===== src/rtl/circuit_pkg.sv =====
// -----------------------------------------------------------------------------
// circuit_pkg
// Shared definitions for the circuit1 result path: default result widths,
// the packed result record, and the reset values of the running x bounds.
// -----------------------------------------------------------------------------
package circuit_pkg;

    localparam int ZW = 8;
    localparam int XW = 16;

    typedef struct packed {
        logic signed [ZW-1:0] z;
        logic signed [XW-1:0] x;
    } result_t;

    // x_min starts at the most positive value and x_max at the most negative,
    // so the first accepted sample always replaces both.
    localparam logic signed [XW-1:0] X_MIN_INIT = {1'b0, {(XW-1){1'b1}}};
    localparam logic signed [XW-1:0] X_MAX_INIT = {1'b1, {(XW-1){1'b0}}};

endpackage


===== src/rtl/result_capture_fifo_if.sv =====
// -----------------------------------------------------------------------------
// result_capture_fifo_if
// Capture and drain handshake of the result capture FIFO.
//   cap_en, z, x           : capture request and the sampled results
//   out_valid, out_ready   : drain handshake
//   out_z, out_x           : head entry (show-ahead)
// master = producer/consumer side, slave = the FIFO.
// -----------------------------------------------------------------------------
interface result_capture_fifo_if #(
    parameter int ZW = circuit_pkg::ZW,
    parameter int XW = circuit_pkg::XW
);
    logic                 cap_en;
    logic signed [ZW-1:0] z;
    logic signed [XW-1:0] x;
    logic                 out_valid;
    logic                 out_ready;
    logic signed [ZW-1:0] out_z;
    logic signed [XW-1:0] out_x;

    modport master (
        output cap_en, z, x, out_ready,
        input  out_valid, out_z, out_x
    );

    modport slave (
        input  cap_en, z, x, out_ready,
        output out_valid, out_z, out_x
    );
endinterface


===== src/rtl/result_capture_fifo_sync_fifo.sv =====
// -----------------------------------------------------------------------------
// sync_fifo
// Single-clock FIFO with show-ahead read data and registered status.
//   clk, rst   : clock, synchronous active-high reset (also clears storage)
//   push_i     : write wdata_i this cycle (caller guarantees room)
//   pop_i      : advance the read pointer (caller guarantees not empty)
//   rdata_o    : entry at the read pointer
//   count_o    : occupancy 0..DEPTH
//   full_o     : count == DEPTH
//   empty_o    : count == 0
// -----------------------------------------------------------------------------
module sync_fifo #(
    parameter int DEPTH = 8,
    parameter int W     = 24,
    parameter int CW    = $clog2(DEPTH + 1)
) (
    input  logic          clk,
    input  logic          rst,
    input  logic          push_i,
    input  logic          pop_i,
    input  logic [W-1:0]  wdata_i,
    output logic [W-1:0]  rdata_o,
    output logic [CW-1:0] count_o,
    output logic          full_o,
    output logic          empty_o
);
    localparam int PW = $clog2(DEPTH);

    logic [W-1:0]  mem_q [DEPTH];
    logic [PW-1:0] wrPtr_q;
    logic [PW-1:0] rdPtr_q;
    logic [CW-1:0] count_q;
    logic [CW-1:0] count_d;
    logic          full_q;
    logic          empty_q;

    // A simultaneous push and pop leaves occupancy unchanged.
    always_comb begin
        count_d = count_q;
        if (push_i && !pop_i) begin
            count_d = count_q + CW'(1);
        end else if (pop_i && !push_i) begin
            count_d = count_q - CW'(1);
        end
    end

    // DEPTH is a power of two, so the pointers wrap naturally.
    always_ff @(posedge clk) begin
        if (rst) begin
            wrPtr_q <= '0;
            rdPtr_q <= '0;
            count_q <= '0;
            full_q  <= 1'b0;
            empty_q <= 1'b1;
            for (int i = 0; i < DEPTH; i++) begin
                mem_q[i] <= '0;
            end
        end else begin
            if (push_i) begin
                mem_q[wrPtr_q] <= wdata_i;
                wrPtr_q        <= wrPtr_q + PW'(1);
            end
            if (pop_i) begin
                rdPtr_q <= rdPtr_q + PW'(1);
            end
            count_q <= count_d;
            full_q  <= (count_d == CW'(DEPTH));
            empty_q <= (count_d == '0);
        end
    end

    assign rdata_o = mem_q[rdPtr_q];
    assign count_o = count_q;
    assign full_o  = full_q;
    assign empty_o = empty_q;

endmodule


===== src/rtl/result_capture_fifo.sv =====
// -----------------------------------------------------------------------------
// result_capture_fifo
// Captures circuit1 results (z, x) on flagged cycles into a FIFO that drains
// through a valid/ready port. Also tracks running min/max of accepted x and a
// sticky overflow flag for captures dropped while full.
//   clk, rst  : clock, synchronous active-high reset
//   bus       : capture and drain handshake (slave side)
//   count     : occupancy 0..DEPTH
//   full      : count == DEPTH
//   empty     : count == 0
//   overflow  : sticky, a capture was dropped
//   x_max     : largest accepted x since reset
//   x_min     : smallest accepted x since reset
// -----------------------------------------------------------------------------
module result_capture_fifo
    import circuit_pkg::*;
#(
    parameter int DEPTH = 8,
    parameter int ZW    = circuit_pkg::ZW,
    parameter int XW    = circuit_pkg::XW
) (
    input  logic                       clk,
    input  logic                       rst,
    result_capture_fifo_if.slave       bus,
    output logic [$clog2(DEPTH+1)-1:0] count,
    output logic                       full,
    output logic                       empty,
    output logic                       overflow,
    output logic signed [XW-1:0]       x_max,
    output logic signed [XW-1:0]       x_min
);
    localparam int W = ZW + XW;
    localparam logic signed [XW-1:0] X_MAX_RST = {1'b1, {(XW-1){1'b0}}};
    localparam logic signed [XW-1:0] X_MIN_RST = {1'b0, {(XW-1){1'b1}}};

    logic                 pop;
    logic                 push;
    logic                 drop;
    logic [W-1:0]         headData;
    logic                 overflow_q;
    logic signed [XW-1:0] xMax_q;
    logic signed [XW-1:0] xMin_q;

    // A pop frees a slot in the same cycle, so a full FIFO still accepts a
    // capture when the consumer is draining.
    assign pop  = ~empty & bus.out_ready;
    assign push = bus.cap_en & (~full | pop);
    assign drop = bus.cap_en & full & ~pop;

    sync_fifo #(
        .DEPTH (DEPTH),
        .W     (W)
    ) u_fifo (
        .clk     (clk),
        .rst     (rst),
        .push_i  (push),
        .pop_i   (pop),
        .wdata_i ({bus.z, bus.x}),
        .rdata_o (headData),
        .count_o (count),
        .full_o  (full),
        .empty_o (empty)
    );

    // Bounds only see accepted samples; a dropped capture only raises overflow.
    always_ff @(posedge clk) begin
        if (rst) begin
            overflow_q <= 1'b0;
            xMax_q     <= X_MAX_RST;
            xMin_q     <= X_MIN_RST;
        end else begin
            if (drop) begin
                overflow_q <= 1'b1;
            end
            if (push) begin
                if (bus.x > xMax_q) begin
                    xMax_q <= bus.x;
                end
                if (bus.x < xMin_q) begin
                    xMin_q <= bus.x;
                end
            end
        end
    end

    assign bus.out_valid = ~empty;
    assign bus.out_z     = headData[W-1:XW];
    assign bus.out_x     = headData[XW-1:0];
    assign overflow      = overflow_q;
    assign x_max         = xMax_q;
    assign x_min         = xMin_q;

endmodule

===== src/flat_wrapper.sv =====
// flat-port wrapper written by rule: the top's interface ports become plain ports
module result_capture_fifo_flat import circuit_pkg::*;
#(
    parameter int DEPTH = 8,
    parameter int ZW    = circuit_pkg::ZW,
    parameter int XW    = circuit_pkg::XW
)
  (clk, rst, count, full, empty, overflow, x_max, x_min, bus_cap_en, bus_z, bus_x, bus_out_ready, bus_out_valid, bus_out_z, bus_out_x);
  result_capture_fifo_if #(.ZW(ZW), .XW(XW)) bus_i ();
  input  logic clk;
  input  logic rst;
  output logic [$clog2(DEPTH+1)-1:0] count;
  output logic full;
  output logic empty;
  output logic overflow;
  output logic signed [XW-1:0] x_max;
  output logic signed [XW-1:0] x_min;
  input wire logic [$bits(bus_i.cap_en)-1:0] bus_cap_en;
  input wire logic [$bits(bus_i.z)-1:0] bus_z;
  input wire logic [$bits(bus_i.x)-1:0] bus_x;
  input wire logic [$bits(bus_i.out_ready)-1:0] bus_out_ready;
  output wire logic [$bits(bus_i.out_valid)-1:0] bus_out_valid;
  output wire logic [$bits(bus_i.out_z)-1:0] bus_out_z;
  output wire logic [$bits(bus_i.out_x)-1:0] bus_out_x;
  assign bus_i.cap_en = bus_cap_en;
  assign bus_i.z = bus_z;
  assign bus_i.x = bus_x;
  assign bus_i.out_ready = bus_out_ready;
  assign bus_out_valid = bus_i.out_valid;
  assign bus_out_z = bus_i.out_z;
  assign bus_out_x = bus_i.out_x;
  result_capture_fifo #(.DEPTH(DEPTH), .ZW(ZW), .XW(XW)) u_core (.clk(clk), .rst(rst), .bus(bus_i), .count(count), .full(full), .empty(empty), .overflow(overflow), .x_max(x_max), .x_min(x_min));
endmodule

===== config.mk =====
export PLATFORM = sky130hd
export DESIGN_NAME = result_capture_fifo_flat
export DESIGN_NICKNAME = d
export VERILOG_FILES = /design/src/rtl/circuit_pkg.sv /design/src/rtl/result_capture_fifo_if.sv /design/src/rtl/result_capture_fifo_sync_fifo.sv /design/src/rtl/result_capture_fifo.sv /design/src/flat_wrapper.sv
export SDC_FILE = /design/constraint.sdc
export NUM_CORES = 1
export LEC_CHECK = 0
export CORE_UTILIZATION = 30
export CTS_CLUSTER_DIAMETER = 50
export DETAILED_ROUTE_END_ITERATION = 10
export PLACE_DENSITY = 0.56
export SETUP_SLACK_MARGIN = 0.5
export SKIP_CTS_REPAIR_TIMING = 1
export SYNTH_ARGS = -nofsm -noshare
export SYNTH_HDL_FRONTEND = slang
export SYNTH_SLANG_ARGS = --single-unit

===== constraint.sdc =====
create_clock -name clk -period 2.74 [get_ports clk]
set_clock_uncertainty 0.2 [all_clocks]
set_input_delay 0.548 -clock clk [delete_from_list [all_inputs] [get_ports clk]]
set_output_delay 0.548 -clock clk [all_outputs]
set_load 0.005 [all_outputs]

==> impl_metrics.json <==
{
  "cts_tree": "built",
  "syn_area_sq_um": 11400,
  "numCtsBuffers": 29,
  "power.switching_w": 0.00237,
  "grt_max_degree": 78,
  "path_class": "reg2out",
  "crit_chain": "buf_6 > buf_12 > clkbuf_16 > mux4_2 > mux2_4 > clkbuf_2",
  "core_sq_um": 37600,
  "drive_above_1_share": 0.300,
  "synthMuxAreaShare": 0.149,
  "postSynthCellCount": 838,
  "switching_share": 0.249,
  "place_inst": 1478,
  "period_share": 1.10,
  "grt_usage": 0.155,
  "io_buffers": 91,
  "critPathSlowestCell": "mux4_2",
  "design.final.nets": 1092,
  "vias": 7100,
  "synth_edf_count": 192,
  "place_area_sq_um": 13900,
  "grt-ovfl-total": 0,
  "die_area_sq_um": 38800,
  "power.total_w": 0.00952,
  "p_leak_nw": 6.12,
  "fin_area_sq_um": 15300,
  "cts_sinks": 240,
  "start_util": 0.304,
  "finalHoldViolCount": 0,
  "clkPwrFrac": 0.374,
  "globalRouteMet1Util": 0.210,
  "ys_seq_area_frac": 0.589,
  "clock_latency_ns": 0.55,
  "critPathRequiredTime_ns": 1.99,
  "ys_ff_latch": 240,
  "htree_num_levels": 1,
  "hp-class": "in2reg",
  "finalMaxSlewViolations": 0,
  "ios": 92,
  "cp_num_buf_inv": 4,
  "via_per_inst": 4.55,
  "die_h_um": 197,
  "final_cells": 1562,
  "use_met3": 0.0248,
  "seqPwrFrac": 0.448,
  "syn_nets": 901,
  "hpwl_mm": 19.6,
  "fin_crit_ns": 3.00,
  "setup_violations": 24,
  "synth_area_per_cell_sq_um": 13.6,
  "max_freq_mhz": 333,
  "pwr-share-comb": 0.179,
  "cts_root_buf": "clkbuf_16",
  "gp_congestion": 0.771,
  "cp_max_fo": 5,
  "fin_ws_ns": -0.264,
  "synthXorXnorAreaFrac": 0.00460,
  "post-route-drc-count": 0,
  "outcome": "finished, violations left",
  "dr.pass1.iters": 4,
  "async_reset_ff_frac": 0,
  "path_clk_slew_ns": 0.06,
  "ys_types": 46,
  "rows": 71,
  "grt_pass1_vias": 7507,
  "routed_wl_mm": 29.8,
  "globalRouteMet2Util": 0.257,
  "critPathCaptureType": "output port",
  "max_slew_margin": 0.552,
  "busiest_layer": "met2",
  "cp_slowest_stage_delay_ns": 0.53,
  "cp_top_family": "multiplexers",
  "rsz0062_at_grt": "yes",
  "antenna_found_initial": 1,
  "grt_pass1_wl_mm": 45.0,
  "cap_violations": 0,
  "ir_drop_uv": 414,
  "area_growth_pct": 33.9,
  "violations": "negative setup slack",
  "power_density_nw_per_um2": 623,
  "diodes": 0,
  "detail_route.wl_per_cell_um": 19.1,
  "drtIter0Drc": 370,
  "synthFlopType": "edfxtp_1",
  "synth_compound_area_frac": 0.0213,
  "clock_path_buffers": 3,
  "ant_nets": 0,
  "ys_warn_count": 0,
  "synth_simple_gate_area_frac": 0.167,
  "p_int_w": 0.00715,
  "synth_top_family_by_area": "simple AND/OR/NAND/NOR gates",
  "critPathLaunchType": "register",
  "die_w_um": 197,
  "cp_data_arrival_time_ns": 2.26,
  "worstMarginPinSlew_ns": 0.673,
  "synthAdderAreaFrac": 0.0384
}
-- per-layer routing --
layer | wire length (um) | part of all wire
met4 | 518 | 0.017
met1 | 13600 | 0.46
met5 | 0 | 0
met2 | 14200 | 0.48
met3 | 1440 | 0.048
-- cells in the final DEF (no fill, tap or decap), types with 3 or more instances in the layout --
cell type	count
mux2_4	18
clkbuf_1	5
dfxtp_1	24
and2_1	184
clkinv_1	8
dfxtp_2	20
inv_1	32
ha_4	9
dfxtp_4	4
clkbuf_2	22
nand2b_1	37
edfxtp_1	192
nand2_1	12
clkdlybuf4s50_1	42
ha_1	26
or2_4	8
nand4_1	6
mux2_2	7
buf_4	68
buf_6	10
nor4_1	7
nor2_1	51
xor2_1	3
buf_12	33
nor2b_1	3
dlymetal6s2s_1	25
nor3_2	5
clkbuf_16	34
mux4_2	48
a21oi_1	15
clkinv_4	4
mux2i_1	32
clkinv_2	4
nor3_1	8
a21oi_2	4
a21o_1	4
xnor2_1	3
-- flip-flops by register name (all words and copies together) (netlist names), named ones only --
register,count
u_core.u_fifo.wrPtr_q,3
u_core.u_fifo.empty_o,1
u_core.u_fifo.full_o,1
u_core.u_fifo.mem_q,192
u_core.x_min,16
u_core.u_fifo.count_o,4
u_core.x_max,16
u_core.u_fifo.rdPtr_q,3
u_core.overflow,1
-- power by group through the flow --
stage / clock network [W] / logic (W) / registers, W
floorplan: 0 / 0.000825 / 0.00430
global placement: 0 / 0.00156 / 0.00433
detailed placement: 0 / 0.00157 / 0.00434
CTS: 0.00363 / 0.00158 / 0.00426
global route: 0.00377 / 0.00185 / 0.00429
finish: 0.00356 / 0.00170 / 0.00426
-- synth_stat cells (all sizes together), types with 2 or more instances --
library cell | instances | area (sq um)
a211oi | 2 | 20.0
a21o | 4 | 30.0
a21oi | 19 | 95.1
a22oi | 2 | 15.0
and2 | 184 | 1150
and4 | 2 | 17.5
buf | 11 | 85.1
clkbuf | 35 | 131
dfxtp | 48 | 961
edfxtp | 192 | 5770
ha | 35 | 438
inv | 34 | 128
mux2 | 25 | 285
mux2i | 33 | 330
mux4 | 48 | 1080
nand2 | 13 | 48.8
nand2b | 37 | 231
nand3 | 2 | 10.0
nand4 | 6 | 37.5
nor2 | 51 | 191
nor2b | 4 | 25.0
nor3 | 13 | 65.1
nor4 | 7 | 43.8
o21ai | 4 | 20.0
or2 | 8 | 50.1
xnor2 | 3 | 26.3
xor2 | 3 | 26.3
-- cells by family (layout without fill, tap and decap cells) --
kind of cell,count (synthesis),in the layout
AOI/OAI and AO/OA,38,38
xor gates and xnor gates,6,6
adders and majority gates,35,35
buffers and inverters,81,294
DFF,240,240
muxes,106,106
and+or+nand+nor,332,332
-- metrics by stage --
stage	worst slack [ns]	util	setup TNS [ns]	hold slack [ns]
after floorplan	0.361	-	0	0.254
after global placement	-0.307	0.369	-9.30	0.259
after detailed placement	-0.347	0.369	-9.52	0.264
after CTS	-0.541	0.393	-11.80	0.102
after global routing	-0.300	0.407	-5.68	0.129
final	-0.264	0.407	-4.37	0.125
-- final timing paths --
kind / cells after the start / slack (ns) / endpoint / start
worst min-delay path: 2 / 0.13 / u_core.u_fifo.wrPtr_q[0] / rst
worst max register to register: 9 / 0.44 / u_core.x_max[14] / u_core.x_max[1]
worst max-delay path: 6 / -0.26 / bus_out_x[15] / register
worst min register to register: 2 / 0.27 / register / u_core.u_fifo.rdPtr_q[1]
-- layout make-up --
class	count	area [sq um]
fill	3518	22300
multi-input combinational	517	4610
inverter	35	136
clock buffer	34	744
timing repair buffer	206	2260
tap	511	639
sequential	240	6770
clock inverter	19	130
No activity file was read; power rests on OpenSTA's default activity.
